$ cat config.mk
export PLATFORM = sky130hd
export DESIGN_NAME = iter_divider
export DESIGN_NICKNAME = d
export VERILOG_FILES = /design/src/rtl/iter_divider.sv
export SDC_FILE = /design/constraint.sdc
export NUM_CORES = 1
export LEC_CHECK = 0
export ABC_AREA = 1
export BUFFER_PORTS_ARGS = -buffer_cell sky130_fd_sc_hd__buf_4
export CAP_MARGIN = 5
export CORE_MARGIN = 4
export CORE_UTILIZATION = 51
export DETAILED_ROUTE_END_ITERATION = 16
export PLACE_DENSITY = 0.73
export SKIP_CTS_REPAIR_TIMING = 1
export SYNTH_ARGS = -nofsm -noshare
export SYNTH_HDL_FRONTEND = slang
export SYNTH_SLANG_ARGS = --single-unit
$ cat constraint.sdc
create_clock -name clk -period 4.1 [get_ports clk]
set_input_delay 0.82 -clock clk [delete_from_list [all_inputs] [get_ports clk]]
set_output_delay 0.82 -clock clk [all_outputs]
set_load 0.05 [all_outputs]
$ cat src/rtl/iter_divider.sv
// iter_divider: multi-cycle 32-bit signed/unsigned restoring radix-2 divider.
// Produces {remainder, quotient} for the HI/LO path, one quotient bit per cycle.
module iter_divider #(
    parameter int WIDTH = 32
) (
    input  logic               clk,
    input  logic               rst,
    input  logic               signed_div_i,
    input  logic [WIDTH-1:0]   opdata1_i,
    input  logic [WIDTH-1:0]   opdata2_i,
    input  logic               start_i,
    input  logic               annul_i,
    output logic [2*WIDTH-1:0] result_o,
    output logic               ready_o
);
    localparam int CW = $clog2(WIDTH);
    localparam logic [CW-1:0] LAST = CW'(WIDTH - 1);

    typedef enum logic [1:0] {IDLE, DIVZERO, ON, END} state_t;

    // Sign fix-up captured at accept; the operands themselves are kept as magnitudes.
    typedef struct packed {
        logic negQuot;
        logic negRem;
    } fixup_t;

    state_t             state, nextState;
    logic [CW-1:0]      cnt;
    logic [2*WIDTH-1:0] acc;       // {partial remainder, dividend/quotient}
    logic [WIDTH-1:0]   divMag;
    fixup_t             fix;

    logic               accept;
    logic [WIDTH-1:0]   mag1, mag2;
    logic [WIDTH:0]     upper, diff;
    logic [2*WIDTH-1:0] stepAcc;
    logic [WIDTH-1:0]   quoFix, remFix;

    // Operand magnitudes, one restoring step, and sign fix-up of the stepped value.
    always_comb begin
        accept  = (state == IDLE) && start_i && !annul_i;
        mag1    = (signed_div_i && opdata1_i[WIDTH-1]) ? -opdata1_i : opdata1_i;
        mag2    = (signed_div_i && opdata2_i[WIDTH-1]) ? -opdata2_i : opdata2_i;
        // Shifted-out carry is kept so unsigned divisors near 2^WIDTH compare correctly.
        upper   = acc[2*WIDTH-1:WIDTH-1];
        diff    = upper - {1'b0, divMag};
        if (!diff[WIDTH])
            stepAcc = {diff[WIDTH-1:0], acc[WIDTH-2:0], 1'b1};
        else
            stepAcc = {acc[2*WIDTH-2:0], 1'b0};
        quoFix  = fix.negQuot ? -stepAcc[WIDTH-1:0] : stepAcc[WIDTH-1:0];
        remFix  = fix.negRem  ? -stepAcc[2*WIDTH-1:WIDTH] : stepAcc[2*WIDTH-1:WIDTH];
    end

    // State register.
    always_ff @(posedge clk or negedge rst) begin
        if (!rst) state <= IDLE;
        else      state <= nextState;
    end

    // Next-state logic; annul wins over completion in ON/DIVZERO, ignored in END.
    always_comb begin
        nextState = state;
        case (state)
            IDLE:    if (accept) nextState = (opdata2_i == '0) ? DIVZERO : ON;
            DIVZERO: nextState = annul_i ? IDLE : END;
            ON: begin
                if (annul_i)          nextState = IDLE;
                else if (cnt == LAST) nextState = END;
            end
            END:     if (!start_i) nextState = IDLE;
            default: nextState = IDLE;
        endcase
    end

    // Datapath, iteration counter and registered outputs.
    always_ff @(posedge clk or negedge rst) begin
        if (!rst) begin
            acc      <= '0;
            divMag   <= '0;
            fix      <= '0;
            cnt      <= '0;
            result_o <= '0;
            ready_o  <= 1'b0;
        end else begin
            case (state)
                IDLE: begin
                    if (accept) begin
                        acc         <= {{WIDTH{1'b0}}, mag1};
                        divMag      <= mag2;
                        fix.negQuot <= signed_div_i & (opdata1_i[WIDTH-1] ^ opdata2_i[WIDTH-1]);
                        fix.negRem  <= signed_div_i & opdata1_i[WIDTH-1];
                        cnt         <= '0;
                    end
                end
                DIVZERO: begin
                    if (!annul_i) begin
                        result_o <= '0;
                        ready_o  <= 1'b1;
                    end
                end
                ON: begin
                    if (!annul_i) begin
                        acc <= stepAcc;
                        cnt <= cnt + CW'(1);
                        if (cnt == LAST) begin
                            result_o <= {remFix, quoFix};
                            ready_o  <= 1'b1;
                        end
                    end
                end
                END: begin
                    if (!start_i) ready_o <= 1'b0;
                end
                default: ;
            endcase
        end
    end
endmodule

### Word level (Yosys, flattened, before mapping)

Cells that the tools add are included.

* add/sub/neg operators: 6
* eq/ne operators: 10
* mux-type cells: 27
* bitwise logic cells: 3
* reductions and logical operators: 15

Operator list (number)
* $mux W64: 6
* $pmux W64 S2: 2
* $mux W32: 4
* $neg A32 Y32: 4
* $sub A33 B32 Y33: 1
* $logic_not A32 Y1: 1
* $mux W2: 6
* $mux W5: 2
* $ne A2 B2 Y1 const B: 5
* $pmux W5 S2: 1
* $pmux W2 S4: 1
* $reduce_and A3 Y1: 2
* $add A5 B1 Y5 const B: 1
* $eq A5 B5 Y1 const B: 1
* $reduce_and A5 Y1: 1
* $eq A2 B2 Y1 const B: 2
* $logic_and A1 B1 Y1: 4
* $mux W1: 4
* $reduce_and A4 Y1: 1
* $reduce_bool A2 Y1: 2
* $ne A3 B3 Y1 const B: 1
* $pmux W1 S3: 1
* $reduce_bool A3 Y1: 1
* $and A1 B1 Y1: 2
* 5 further kinds: 5

* register bits: 170
* output and inout port bits: 65
* logic and storage cells: 69

### Depth between registers and ports, before layout

Gate-level depths: netlist (run 1).

* word-level depth: 7
* depth in mapped cells: 30
* depth with buffers taken out: 28

### Least setup slack after synthesis (run 1)

No wires, ideal clock.

* kind: reg2reg
* from: reg acc[31]
* to: reg result_o[28]
* data arrival time: 3852 ps
* data required time: 3977 ps
* slack: 125 ps
* cell stages (with the launch flop): 30
* period minus slack after synthesis: 3975 ps
* path through: dfrtp_1 > inv_1 > ha_1 > inv_1 > fa_1 > nand2_1 > nand2_1 > nand3_1 > nand2_2 > nand2_2 > nand2_2 > nand2_2 > nand3_2 > nand2_4 > buf_8 > buf_4 > ha_1 > nand3_1 > nor3_1 > nand2_1 > nor2_1 > nand3_1 > nor2_1 > nand4_1 > nand2_1 > o21ai_0 > a21oi_1 > a21oi_1 > o21ai_0 > nand2_1

* longest elaborated chain between the ends: 7

RTL lines
* start, declared: RTL line 29 `logic [2*WIDTH-1:0] acc;`
* start signal, assigned: RTL line 89 `acc <= {{WIDTH{1'b0}}, mag1};`
* start signal, assigned: RTL line 104 `acc <= stepAcc;`
* $sub A33 B32 Y33: RTL line 46 `diff = upper - {1'b0, divMag};`
* $mux W64: RTL line 47 `if (!diff[WIDTH])`
* $neg A32 Y32: RTL line 51 `quoFix = fix.negQuot ? -stepAcc[WIDTH-1:0] : stepAcc[WIDTH-1:0];`
* $mux W32: RTL line 51
* $mux W64: RTL line 106 `if (cnt == LAST) begin`
* $mux W64: RTL line 103 `if (!annul_i) begin`
* $pmux W64 S2: RTL line 86 `case (state)`
* end signal, assigned: RTL line 107 `result_o <= {remFix, quoFix};`
* end, declared: RTL line 13 `output logic [2*WIDTH-1:0] result_o,`

No other way between the ends. The select of a mux whose other input is x is not followed.
A chain may end at the register's enable or synchronous reset.

### Worst setup path after layout (run 1)

Ends and elaborated chain as after synthesis.

==> flow_summary.ini, run 1 <==
[synth]
syn_area_per_cell_sq_um = 6.507
syn_inst = 2019
synth_common_cells = nand2_1 (692), inv_1 (270), nor2_1 (179)
async_flop_share_pct = 100.0
yosys.area.top_type = dfrtp_1
synth_ff_type = dfrtp_1
yosysUniqueCellTypes = 52
synthTopCellsByArea = dfrtp_1 (32%), nand2_1 (20%), inv_1 (7.7%), nor2_1 (5.1%), nand3_1 (4.7%)
yosysWarnings = 0
yosysTopAreaCellShare_pct = 32.38
synth_most_common_cell = nand2_1
syn_nets = 2131
ys_ff_latch = 170
synth_edf_count = 0
ys_seq_area_share_pct = 32.38
synth_area_sq_mm = 0.01314

[layout]
fin_nets = 2256
area_growth_pct = 15.11
drive_gt1_share_pct = 13.07
diodes = 0
fill_cells = 2489
fin_util_pct = 59.88

[min_path]
hold_class = in2async

[status]
status = finished, final reports clean

[placed_design]
gp_congestion = 0.9609
dp_hpwl_mm = 32.22
port_buffers = 133

[sta]
final-max-slew-violation-count = 0
setup_viol = 0
hold_viol_final = 0
max_freq_ghz = 0.2579
slew_headroom_pct = 38.77
period_share_pct = 94.56
tightest_slew_ns = 0.9128
period_needed_ns = 3.877
fin_worst_skew_ns = 0.01535

[grt]
met1_usage_pct = 38.85
grt_usage_pct = 29.39
first_global_vias = 13111
antenna_found_initial = 0
busiest_layer = met2
met2_usage_pct = 50.10
grt_pass1_wl_mm = 67.30
met3_usage_pct = 3.270
grt_max_degree = 75
grt_overflow_total = 0

[detailed_routing]
via_per_inst = 5.422
vias = 13485
drc = 0
dr.pass1.iters = 8
wl_per_cell_um = 16.71
routed_wl_mm = 41.57
drtIter0Drc = 1084
ant_nets = 0

[clocking]
insertion_delay_ns = 0.44
cts_buffer_depth = 2
ctsRootBufferMaster = clkbuf_16
clkTransAtPathRegs_ns = 0.07
clock-sinks = 170
cts_buffers = 17
cts_tree = yes
cts-htree-levels = 4

[worst_setup_path]
crit_fanout = 4
crit_path_start = acc[31]
r2r-start = acc[31]
startpoint_type = flop
cp-end-kind = flop
r2r_cells = 27
worstPathRequired_ns = 4.42
critical_path_class = reg2reg
arrival_ns = 4.20

[floorplan]
start_util_pct = 52.02
die_h_um = 168.5
placementRows = 58
dieArea_sq_mm = 0.02839
pin_count = 134
die_w_um = 168.5
fp.coreArea_sq_mm = 0.02525

[flow_run]
maxCapViolations = 0
[layout by cell type (no fill, tap or decap), types with 6 or more instances in the layout]
cell type,synthesis,final
xnor2_1,16,16
o21bai_1,6,6
buf_4,2,159
nor3_1,33,32
inv_1,270,269
o221ai_1,28,28
nand4_1,16,16
nor4_1,8,8
clkbuf_16,0,17
nand2_1,692,692
xor2_1,52,52
nand2_4,8,8
nor2_2,10,12
inv_2,7,8
o21ai_0,109,108
o22ai_1,25,25
o21ai_1,20,21
nand3_1,123,122
a21oi_1,53,53
dfrtp_1,170,170
ha_1,42,42
nor2_1,179,177
nand2_2,38,38
[registers in the layout, summed over array words and instances, names as in the netlist]
name      cells
result_o     64
acc          64
divMag       32
ready_o       1
cnt           5
state         2
fix           2
[cell type report]
class                           count  area, sq um  area share (%)
Clock buffer                       19        442.9           2.929
Clock inverter                     13        128.9          0.8522
Tap cell                          330        412.9           2.730
Timing Repair Buffer              163         1260           8.331
Sequential cell                   170         4254           28.13
Inverter                          278         1044           6.900
Multi-Input combinational cell   1514         7581           50.13
[worst max-delay path, stage by stage, from the launching register on]
cell	delay, ns
dfrtp_1	0.36
inv_1	0.11
ha_1	0.16
inv_1	0.07
fa_2	0.37
nand2_1	0.07
nand2_1	0.08
nand3_1	0.10
nand2_2	0.09
nand2_2	0.08
nand2_2	0.05
nand2_2	0.10
nand3_2	0.11
nand2_4	0.12
ha_1	0.19
nand3_1	0.12
nor3_2	0.22
nand2_1	0.11
nor2_2	0.15
nand3_2	0.11
nor2_2	0.17
nand4_1	0.13
nand2_1	0.10
o21ai_1	0.14
a21oi_1	0.22
a21oi_1	0.08
o21ai_0	0.08
nand2_1	0.07
[metal layers]
layer  part of all wire, %  wire, um
met3                   5.3      2209
met2                    48     19970
met1                    43     17980
met4                   3.4      1413
met5                     0         0
[cell families (layout without fill, tap and decap cells)]
logic type	Yosys count	count (layout)	share of synthesized area [%]
mux	1	1	0.07619
xor+xnor	68	68	4.533
fa+ha+maj	43	43	4.152
simple gates	1132	1132	36.64
compound gates	270	270	12.11
flops	170	170	32.38
buf+inv	335	473	10.10
[final timing paths]
check	to	slack [ns]
worst max-delay path	result_o[28]	0.22
worst min-delay path	acc[49]	0.38
worst max register to register	result_o[28]	0.22
worst min register to register	result_o[62]	0.48
max in group asynchronous	divMag[13]	2.86
min in group clk	result_o[62]	0.48
[metrics by stage]
stage | setup WS, ns | cells | setup TNS, ns | hold slack, ns | instance area (sq um)
after CTS | 0.09626 | 2484 | 0 | 0.3973 | 15070
after detailed placement | 0.1513 | 2452 | 0 | 0.4673 | 14500
after global routing | -0.07444 | 2487 | -0.1958 | 0.4305 | 15120
after global placement | 0.2158 | 2452 | 0 | 0.4663 | 14500
after floorplan | 0.1247 | 2019 | 0 | 0.4530 | 13140
final | 0.2232 | 2487 | 0 | 0.3772 | 15120
Power of run 1 is left out: the tool's default activity adds up to more than one toggle a clock period on the data nets, which glitch-free logic cannot reach.
==> inputs of run 2 (changes only) <==
--- a/config.mk
+++ b/config.mk
@@ -12,6 +12,7 @@
 export CORE_UTILIZATION = 51
 export DETAILED_ROUTE_END_ITERATION = 16
 export PLACE_DENSITY = 0.73
+export RECOVER_POWER = 25
 export SKIP_CTS_REPAIR_TIMING = 1
 export SYNTH_ARGS = -nofsm -noshare
 export SYNTH_HDL_FRONTEND = slang
==> flow_summary.ini, run 2 (synthesis results as in run 1) <==
[sta]
period_needed_ns = 3.876
setup_viol = 0
hold_viol_final = 0
fin_worst_skew_ns = 0.01535
tns_ns = 0
final-max-slew-violation-count = 141
period_share_pct = 94.54
max_freq_ghz = 0.2580
slew_headroom_pct = -17.88
fin_hold_ws_ns = 0.4817
tightest_slew_ns = 1.768

[grt]
grt_usage_pct = 29.39
grt_pass1_wl_mm = 67.30
grt_overflow_total = 0
antenna_found_initial = 0
first_global_vias = 13111
grt_max_degree = 75

[worst_setup_path]
worstPathRequired_ns = 4.42
worst-path-buf-inv = 2
cp_top_family = simple AND/OR/NAND/NOR gates
crit_fanout = 4
path_common_cell = nand2_1
critPathSlowestCell = fa_2
cp-end-kind = flop
startpoint_type = flop
critical_path_class = reg2reg
arrival_ns = 4.20
max_stage_delay_ns = 0.37

[detailed_routing]
via_per_inst = 5.421
drc = 0
ant_nets = 0
dr.pass1.iters = 9
vias = 13481
drtIter0Drc = 1082
routed_wl_mm = 41.58
wl_per_cell_um = 16.72

[layout]
layout_common_cells = nand2_1 (692), inv_1 (269), nor2_1 (177)
fin_nets = 2256
top_regs = acc: 64 flops, result_o: 64 flops, divMag: 32 flops
drive_gt1_share_pct = 13.07
diodes = 0
area_growth_pct = 14.95
fin_util_pct = 59.80
final_common_cell = nand2_1

[floorplan]
fp.coreArea_sq_mm = 0.02525
placementRows = 58
start_util_pct = 52.02
die_w_um = 168.5
pin_count = 134
die_h_um = 168.5
dieArea_sq_mm = 0.02839

[clocking]
cts_buffer_depth = 2
ctsRootBufferMaster = clkbuf_16
clock-sinks = 170
clkTransAtPathRegs_ns = 0.07
cts_buffers = 17
insertion_delay_ns = 0.45
cts_tree = yes
cts-htree-levels = 4

[placed_design]
port_buffers = 133
dp_hpwl_mm = 32.22
gp_congestion = 0.9609

[min_path]
hold_class = reg2reg

[status]
status = complete, but fails checks
violations = max-capacitance violations, max-slew violations

[flow_run]
maxCapViolations = 2
run 2: changes by cell type in the layout (fill, tap and decap cells not counted), sizes merged:
cell / change
buf: -1
clkbuf: +1
run 2: stage by stage:
step / instances / worst slack [ns] / instance area, sq um
2_1_floorplan: 2019 / 0.1247 / 13140
4_1_cts: 2484 / 0.09626 / 15070
3_3_place_gp: 2452 / 0.2158 / 14500
5_1_grt: 2487 / -0.07444 / 15100
6_report: 2487 / 0.2240 / 15100
3_5_place_dp: 2452 / 0.1513 / 14500
run 2: worst min-delay path: stages, from the launching register on:
cell     delay, ns
dfrtp_1       0.35
nand2_1       0.05
nand2_1       0.05
run 2: final timing paths:
path / from / to / slack (ns) / cells past startpoint
setup / recovery: acc[31] / result_o[28] / 0.22 / 27
hold / removal: result_o[62] / result_o[62] / 0.48 / 2
setup reg to reg: acc[31] / result_o[28] / 0.22 / 27
hold reg to reg: result_o[62] / result_o[62] / 0.48 / 2
max in group asynchronous: rst / divMag[13] / 0.74 / 2
min in group asynchronous: rst / acc[49] / 0.83 / 1
run 2: metal layers:
metal / share of wire [%] / global-route usage, % / up-vias
met3: 5.3 / 3.270 / 89
met1: 43 / 38.85 / 6251
met5: 0 / 0 / -
met4: 3.4 / 10.62 / 0
li1: - / - / 6686
met2: 48 / 50.10 / 455
run 2: final cells by class:
| type | count | area, sq um |
|---|---|---|
| Clock inverter | 13 | 128.9 |
| Inverter | 278 | 1044 |
| Fill cell | 2492 | 10150 |
| Sequential cell | 170 | 4254 |
| Clock buffer | 19 | 442.9 |
| Timing Repair Buffer | 163 | 1239 |
| Tap cell | 330 | 412.9 |
| Multi-Input combinational cell | 1514 | 7581 |
Power of run 2 is left out for the same reason.
